<file path="src/rtl/mul_ctrl_pkg.sv">
// Shared types and constants for the shift-and-add multiplier controller.
package mul_ctrl_pkg;

  localparam int WIDTH_DEF = 4;

  typedef enum logic [1:0] {
    IDLE = 2'd0,
    CALC = 2'd1,
    DONE = 2'd2
  } state_t;

  // Width of a counter that holds 0..v-1; never returns less than 1.
  function automatic int clog2(input int v);
    int r;
    r = 1;
    while ((1 << r) < v) r++;
    return r;
  endfunction

endpackage

</file>
<file path="src/rtl/shift_add_mul_ctrl_if.sv">
// Requester-side bundle of the multiplier: start/ready/done handshake, operands, product, FSM state.
interface shift_add_mul_ctrl_if #(
  parameter int WIDTH = mul_ctrl_pkg::WIDTH_DEF
);
  // A request is taken on a rising edge where start=1 and ready=1; a and b are
  // captured on that edge only. done is a one-cycle pulse and product stays
  // valid from that pulse until the next accepted request.
  logic                 start;
  logic [WIDTH-1:0]     a;
  logic [WIDTH-1:0]     b;
  logic                 ready;
  logic                 busy;
  logic                 done;
  logic [2*WIDTH-1:0]   product;
  mul_ctrl_pkg::state_t state;

  modport master (
    output start, a, b,
    input  ready, busy, done, product, state
  );

  modport slave (
    input  start, a, b,
    output ready, busy, done, product, state
  );
endinterface

</file>
<file path="src/rtl/mul_datapath.sv">
// M/acc/Q registers with one gated WIDTH-bit adder and a 2*WIDTH+1 bit right shift.
module mul_datapath #(
  parameter int WIDTH = mul_ctrl_pkg::WIDTH_DEF
) (
  input  logic               clk,
  input  logic               rst,
  input  logic               load,
  input  logic               step,
  input  logic               clear,
  input  logic [WIDTH-1:0]   a,
  input  logic [WIDTH-1:0]   b,
  output logic [2*WIDTH-1:0] product
);
  logic [WIDTH-1:0] m;
  logic [WIDTH-1:0] acc;
  logic [WIDTH-1:0] q;
  logic [WIDTH:0]   sum;

  // Carry lands in the top bit of sum so the shift keeps it in acc's MSB.
  always_comb begin
    sum = {1'b0, acc} + {1'b0, (q[0] ? m : {WIDTH{1'b0}})};
  end

  always_ff @(posedge clk) begin
    if (rst) begin
      m   <= '0;
      acc <= '0;
      q   <= '0;
    end else if (clear) begin
      acc <= '0;
      q   <= '0;
    end else if (load) begin
      m   <= a;
      acc <= '0;
      q   <= b;
    end else if (step) begin
      {acc, q} <= {sum, q[WIDTH-1:1]};
    end
  end

  assign product = {acc, q};
endmodule

</file>
<file path="src/rtl/shift_add_mul_ctrl.sv">
// Iterative unsigned multiplier sequencer; define MUL_ZERO_SKIP_EN to finish zero-operand requests immediately.
module shift_add_mul_ctrl
  import mul_ctrl_pkg::*;
#(
  parameter int WIDTH = WIDTH_DEF
) (
  input logic                 clk,
  input logic                 rst,
  shift_add_mul_ctrl_if.slave bus
);
  localparam int CW = clog2(WIDTH);

  state_t          state, state_nxt;
  logic [CW-1:0]   cnt;
  logic            load, step, clear;

  always_ff @(posedge clk) begin
    if (rst) state <= IDLE;
    else     state <= state_nxt;
  end

  always_ff @(posedge clk) begin
    if (rst || load) cnt <= '0;
    else if (step)   cnt <= cnt + 1'b1;
  end

  always_comb begin
    state_nxt = state;
    load      = 1'b0;
    step      = 1'b0;
    clear     = 1'b0;
    bus.ready = 1'b0;
    bus.busy  = 1'b0;
    bus.done  = 1'b0;
    unique case (state)
      IDLE: begin
        bus.ready = 1'b1;
        if (bus.start) begin
`ifdef MUL_ZERO_SKIP_EN
          if ((bus.a == '0) || (bus.b == '0)) begin
            clear     = 1'b1;
            state_nxt = DONE;
          end else begin
            load      = 1'b1;
            state_nxt = CALC;
          end
`else
          load      = 1'b1;
          state_nxt = CALC;
`endif
        end
      end
      CALC: begin
        bus.busy = 1'b1;
        step     = 1'b1;
        if (cnt == CW'(WIDTH - 1)) state_nxt = DONE;
      end
      DONE: begin
        bus.done  = 1'b1;
        state_nxt = IDLE;
      end
      default: state_nxt = IDLE;
    endcase
  end

  assign bus.state = state;

  mul_datapath #(.WIDTH(WIDTH)) u_datapath (
    .clk     (clk),
    .rst     (rst),
    .load    (load),
    .step    (step),
    .clear   (clear),
    .a       (bus.a),
    .b       (bus.b),
    .product (bus.product)
  );
endmodule

</file>
<file path="src/flat_wrapper.sv">
// flat-port wrapper written by rule: the top's interface ports become plain ports
module shift_add_mul_ctrl_flat import mul_ctrl_pkg::*;
#(
  parameter int WIDTH = WIDTH_DEF
)
  (clk, rst, bus_start, bus_a, bus_b, bus_ready, bus_busy, bus_done, bus_product, bus_state);
  shift_add_mul_ctrl_if #(.WIDTH(WIDTH)) bus_i ();
  input logic clk;
  input logic rst;
  input wire logic [$bits(bus_i.start)-1:0] bus_start;
  input wire logic [$bits(bus_i.a)-1:0] bus_a;
  input wire logic [$bits(bus_i.b)-1:0] bus_b;
  output wire logic [$bits(bus_i.ready)-1:0] bus_ready;
  output wire logic [$bits(bus_i.busy)-1:0] bus_busy;
  output wire logic [$bits(bus_i.done)-1:0] bus_done;
  output wire logic [$bits(bus_i.product)-1:0] bus_product;
  output wire logic [$bits(bus_i.state)-1:0] bus_state;
  assign bus_i.start = bus_start;
  assign bus_i.a = bus_a;
  assign bus_i.b = bus_b;
  assign bus_ready = bus_i.ready;
  assign bus_busy = bus_i.busy;
  assign bus_done = bus_i.done;
  assign bus_product = bus_i.product;
  assign bus_state = bus_i.state;
  shift_add_mul_ctrl #(.WIDTH(WIDTH)) u_core (.clk(clk), .rst(rst), .bus(bus_i));
endmodule
</file>
<file path="config.mk">
export PLATFORM = sky130hd
export DESIGN_NAME = shift_add_mul_ctrl_flat
export DESIGN_NICKNAME = d
export VERILOG_FILES = /design/src/rtl/mul_ctrl_pkg.sv /design/src/rtl/shift_add_mul_ctrl_if.sv /design/src/rtl/mul_datapath.sv /design/src/rtl/shift_add_mul_ctrl.sv /design/src/flat_wrapper.sv
export SDC_FILE = /design/constraint.sdc
export NUM_CORES = 1
export LEC_CHECK = 0
export CAP_MARGIN = 0
export CORE_AREA = 2 2 51 53
export CTS_CLUSTER_SIZE = 12
export DETAILED_ROUTE_END_ITERATION = 7
export DIE_AREA = 0 0 53 55
export HOLD_SLACK_MARGIN = 0.12
export SLEW_MARGIN = 40
export SYNTH_ARGS = -nofsm -noshare
export SYNTH_HDL_FRONTEND = slang
export SYNTH_SLANG_ARGS = --single-unit
</file>
<file path="constraint.sdc">
create_clock -name clk -period 4.4 [get_ports clk]
set_input_delay 0.44 -clock clk [delete_from_list [all_inputs] [get_ports clk]]
set_output_delay 0.44 -clock clk [all_outputs]
set_load 0.02 [all_outputs]
</file>
==> impl_results.md <==
- Die height: 55 um
- Worst setup path end: bus_busy
- Leakage: around 0.42 nW
- Aggregate routed wire length: 1600 um
- DP HPWL: between 1000 and 1500 um
- GRT overflow: 0
- Mux share of post-synthesis cell area: between 5 and 6%
- RR Endpoint: u_core.u_datapath.acc[1]
- Top cells by area, synth: dfxtp_1 41%, ha_1 8.1%, a21oi_1 5.8%
- CTS root buf: clkbuf_4
- Area Overhead vs Synth: 38.4%
- CTS Hold Bufs: 0
- DRC violations left: 0
- Top cells by count, synth: 16 x dfxtp_1, 9 x a21oi_1, 9 x nand2_1, 9 x nor2_1
- Ant diodes: 0
- Metal3 WL: about 65 um
- Critical path's top delay family: buffers and inverters
- Vias in the first global route: approximately 650
- Cell breakdown of the critical path: nand2b_4 > inv_2 > clkdlybuf4s50_1
- #FFs+latches synth: 16
- ANT nets after route: 0
- Max cap viols: 0
- Synth Net Count: 104
- Mean Syn Cell Area: 8.92 sq um
- Crit Path Class: flop to primary output
- Crit-path max FO: 13
- Post-route setup TNS: 0 ns
- Kind of path behind the tightest hold check: flop to flop
- Met2 WL: ~770 um
- Total track usage: between 10% and 20%
- DRT iter0 DRCs: 13
- Final Hold Fails: 0
- Crit path largest cell delay: around 0.65 ns
- CP required: 3.96 ns
- Die area: roughly 0.003 sq mm
- Setup bufs post-CTS: 0
- Final net count: 130
- Uppermost layer routed: met4
- Main combinational cell family by area after synthesis: simple AND/OR/NAND/NOR gates
- Reg2reg path depth: 7
- Worst Skew: between 0.0015 and 0.002 ns
- VDD IR max: about 0.00017 V
- Crit. End Element: primary output
- CTS H-tree lvls: 1
- Worst skew pair latency: 0.29 ns
- Hold_ws: approximately 0.48 ns
- Drt pass-1 iters: 4
- Vias: roughly 670
- Critical Path Stages: 3
- Critical Path Start Type: flop
- Crit-path slowest cell: clkdlybuf4s50_1
- Resize count post-CTS: 0
- Buf+Inv Stages, Crit Path: 2
- M1 WL: ~760 um
- Gate Count Post-Synth: 87
- Vias/cell: ~4.7
- Reg clk slew, reported paths: 0.10 ns
- Multi-input logic area: 419 sq um
- Most frequent cell after synthesis: dfxtp_1
- Post-synth EDFFs: 0
- I/O pins: 24
- Slew Limit Fails: 0
- CTS tree: yes
- Reg2reg setup slack: roughly 2.8 ns
- RSZ-0062 raised after global routing: no
- First-pass GRT wire length: about 2800 um
- Synth warnings: 0
- Synth top area share: slightly above 40%
- Top FF cell, synth: dfxtp_1
- Crit. Startpoint: u_core.bus.state[0]
- Min Tclk post-route: between 2 and 2.5 ns
- Tot Pwr: ~0.00032 W
- Reg-to-Reg Start: u_core.u_datapath.q[0]
- Distinct cell type count after synthesis: 27
- Initial antenna violation count: 0
- Largest net degree at the start of global routing: 16
- Final period util: between 40% and 50%
- Placed Area: between 0.001 and 0.0015 sq mm
- Clock sink count: 16
- Max-Slew Margin vs Limit: between 60% and 70%
- Initial core utilization: between 30 and 40%
- FMAX: roughly 470 MHz
- Outcome: completed
- Core ar.: between 0.002 and 0.0025 sq mm
- Post-Synth Adder-Cell Area: a little over a tenth
- Layout cell share with drive strength beyond 1: under 10%
- Cell Rows: 18
- Wire per inst: roughly 11 um
- Design Area, Final: between 0.001 and 0.0015 sq mm
- Post-synthesis sequential area ratio: approximately two fifths
- Die X: about 53 um
- Post-synthesis xor/xnor area fraction: 2.26%
- CTS max path bufs: 2
- Actual transition at the worst max-transition pin: between 0.4 and 0.5 ns
- Port Buf Inserts: 23
- Synth Area in Simple Gates: around a fifth
- Post-Syn Area: 776 sq um
- Yosys top cell by area: dfxtp_1
- CTS buffer count: 3
- Sequential cell area: 320 sq um
- Fillers: approximately 240
- Setup Viol. Count Final: 0
- Fraction of registers with async set/reset: 0%
- Compound-Gate Fraction of Synth Area: between 10% and 20%
- RePlAce Congestion: 0.693
- Pwr/cell area: between 200 and 300 mW/mm^2
- CP arrival: ~1.7 ns
## cells in the final DEF, fill, tap and decap left out, types with 4 or more instances in the layout
cell / instances
clkdlybuf4s50_1: 23
nand2_1: 9
a21oi_1: 9
dfxtp_1: 16
nor2_1: 9
inv_1: 5
a22oi_1: 4
ha_1: 5
mux2i_1: 4
## power by group
group	internal, W	switching (W)
clock network	0.0000503	0.0000500
logic	0.0000296	0.0000286
registers	0.000152	0.00000614
## metrics by stage
step	setup WS [ns]	std cells	utilization (%)
final	2.25	142	45.4
after global placement	2.53	138	43.9
after detailed placement	2.54	138	43.9
after floorplan	2.80	87	-
after CTS	2.23	142	45.4
after global routing	2.16	142	45.4
## cell type report
type / instances / share of cell area, %
clock buffers: 4 / 3.38
inverters: 6 / 2.10
multi-input cells: 62 / 39.0
flip-flops and latches: 16 / 29.8
well taps: 30 / 3.50
repair buffers: 24 / 22.1
## how the worst min path moves through the flow
stage                   from            end  slack (ns)  cells past startpoint
2_1_floorplan  u_core.cnt[1]  u_core.cnt[1]        0.44                      2
3_3_place_gp   u_core.cnt[1]  u_core.cnt[1]        0.47                      2
3_5_place_dp   u_core.cnt[1]  u_core.cnt[1]        0.46                      2
4_1_cts        u_core.cnt[1]  u_core.cnt[1]        0.48                      2
5_1_grt        u_core.cnt[1]  u_core.cnt[1]        0.50                      2
6_report       u_core.cnt[1]  u_core.cnt[1]        0.48                      2
## layer usage
layer  up-vias  track usage, %
met2        11            21.9
met4         0            6.41
li1        350               -
met3         2            2.96
met5         -               0
met1       308            15.8
## tightest hold or removal path, delay by kind of cell (launching register included)
| kind | cells | cell delay, ns |
|---|---|---|
| AO/OA/AOI/OAI | 1 | 0.05 |
| flip-flops | 1 | 0.33 |
| AND/OR/NAND/NOR | 1 | 0.06 |
## state kept, by name, indices dropped and copies added, names as in the netlist
signal	flops
u_core.u_datapath.acc	4
u_core.u_datapath.q	4
u_core.bus.state	2
u_core.u_datapath.m	4
u_core.cnt	2
## kinds of logic (layout without fill, tap and decap cells)
| family | count (synthesis) | in the layout |
|---|---|---|
| adder cells (fa/ha/maj) | 6 | 6 |
| AO/OA/AOI/OAI | 18 | 18 |
| buffers and inverters | 9 | 34 |
| AND/OR/NAND/NOR | 32 | 32 |
| multiplexers | 4 | 4 |
| XOR/XNOR | 2 | 2 |
| flip-flops | 16 | 16 |
(Power assumes the default switching activity.)
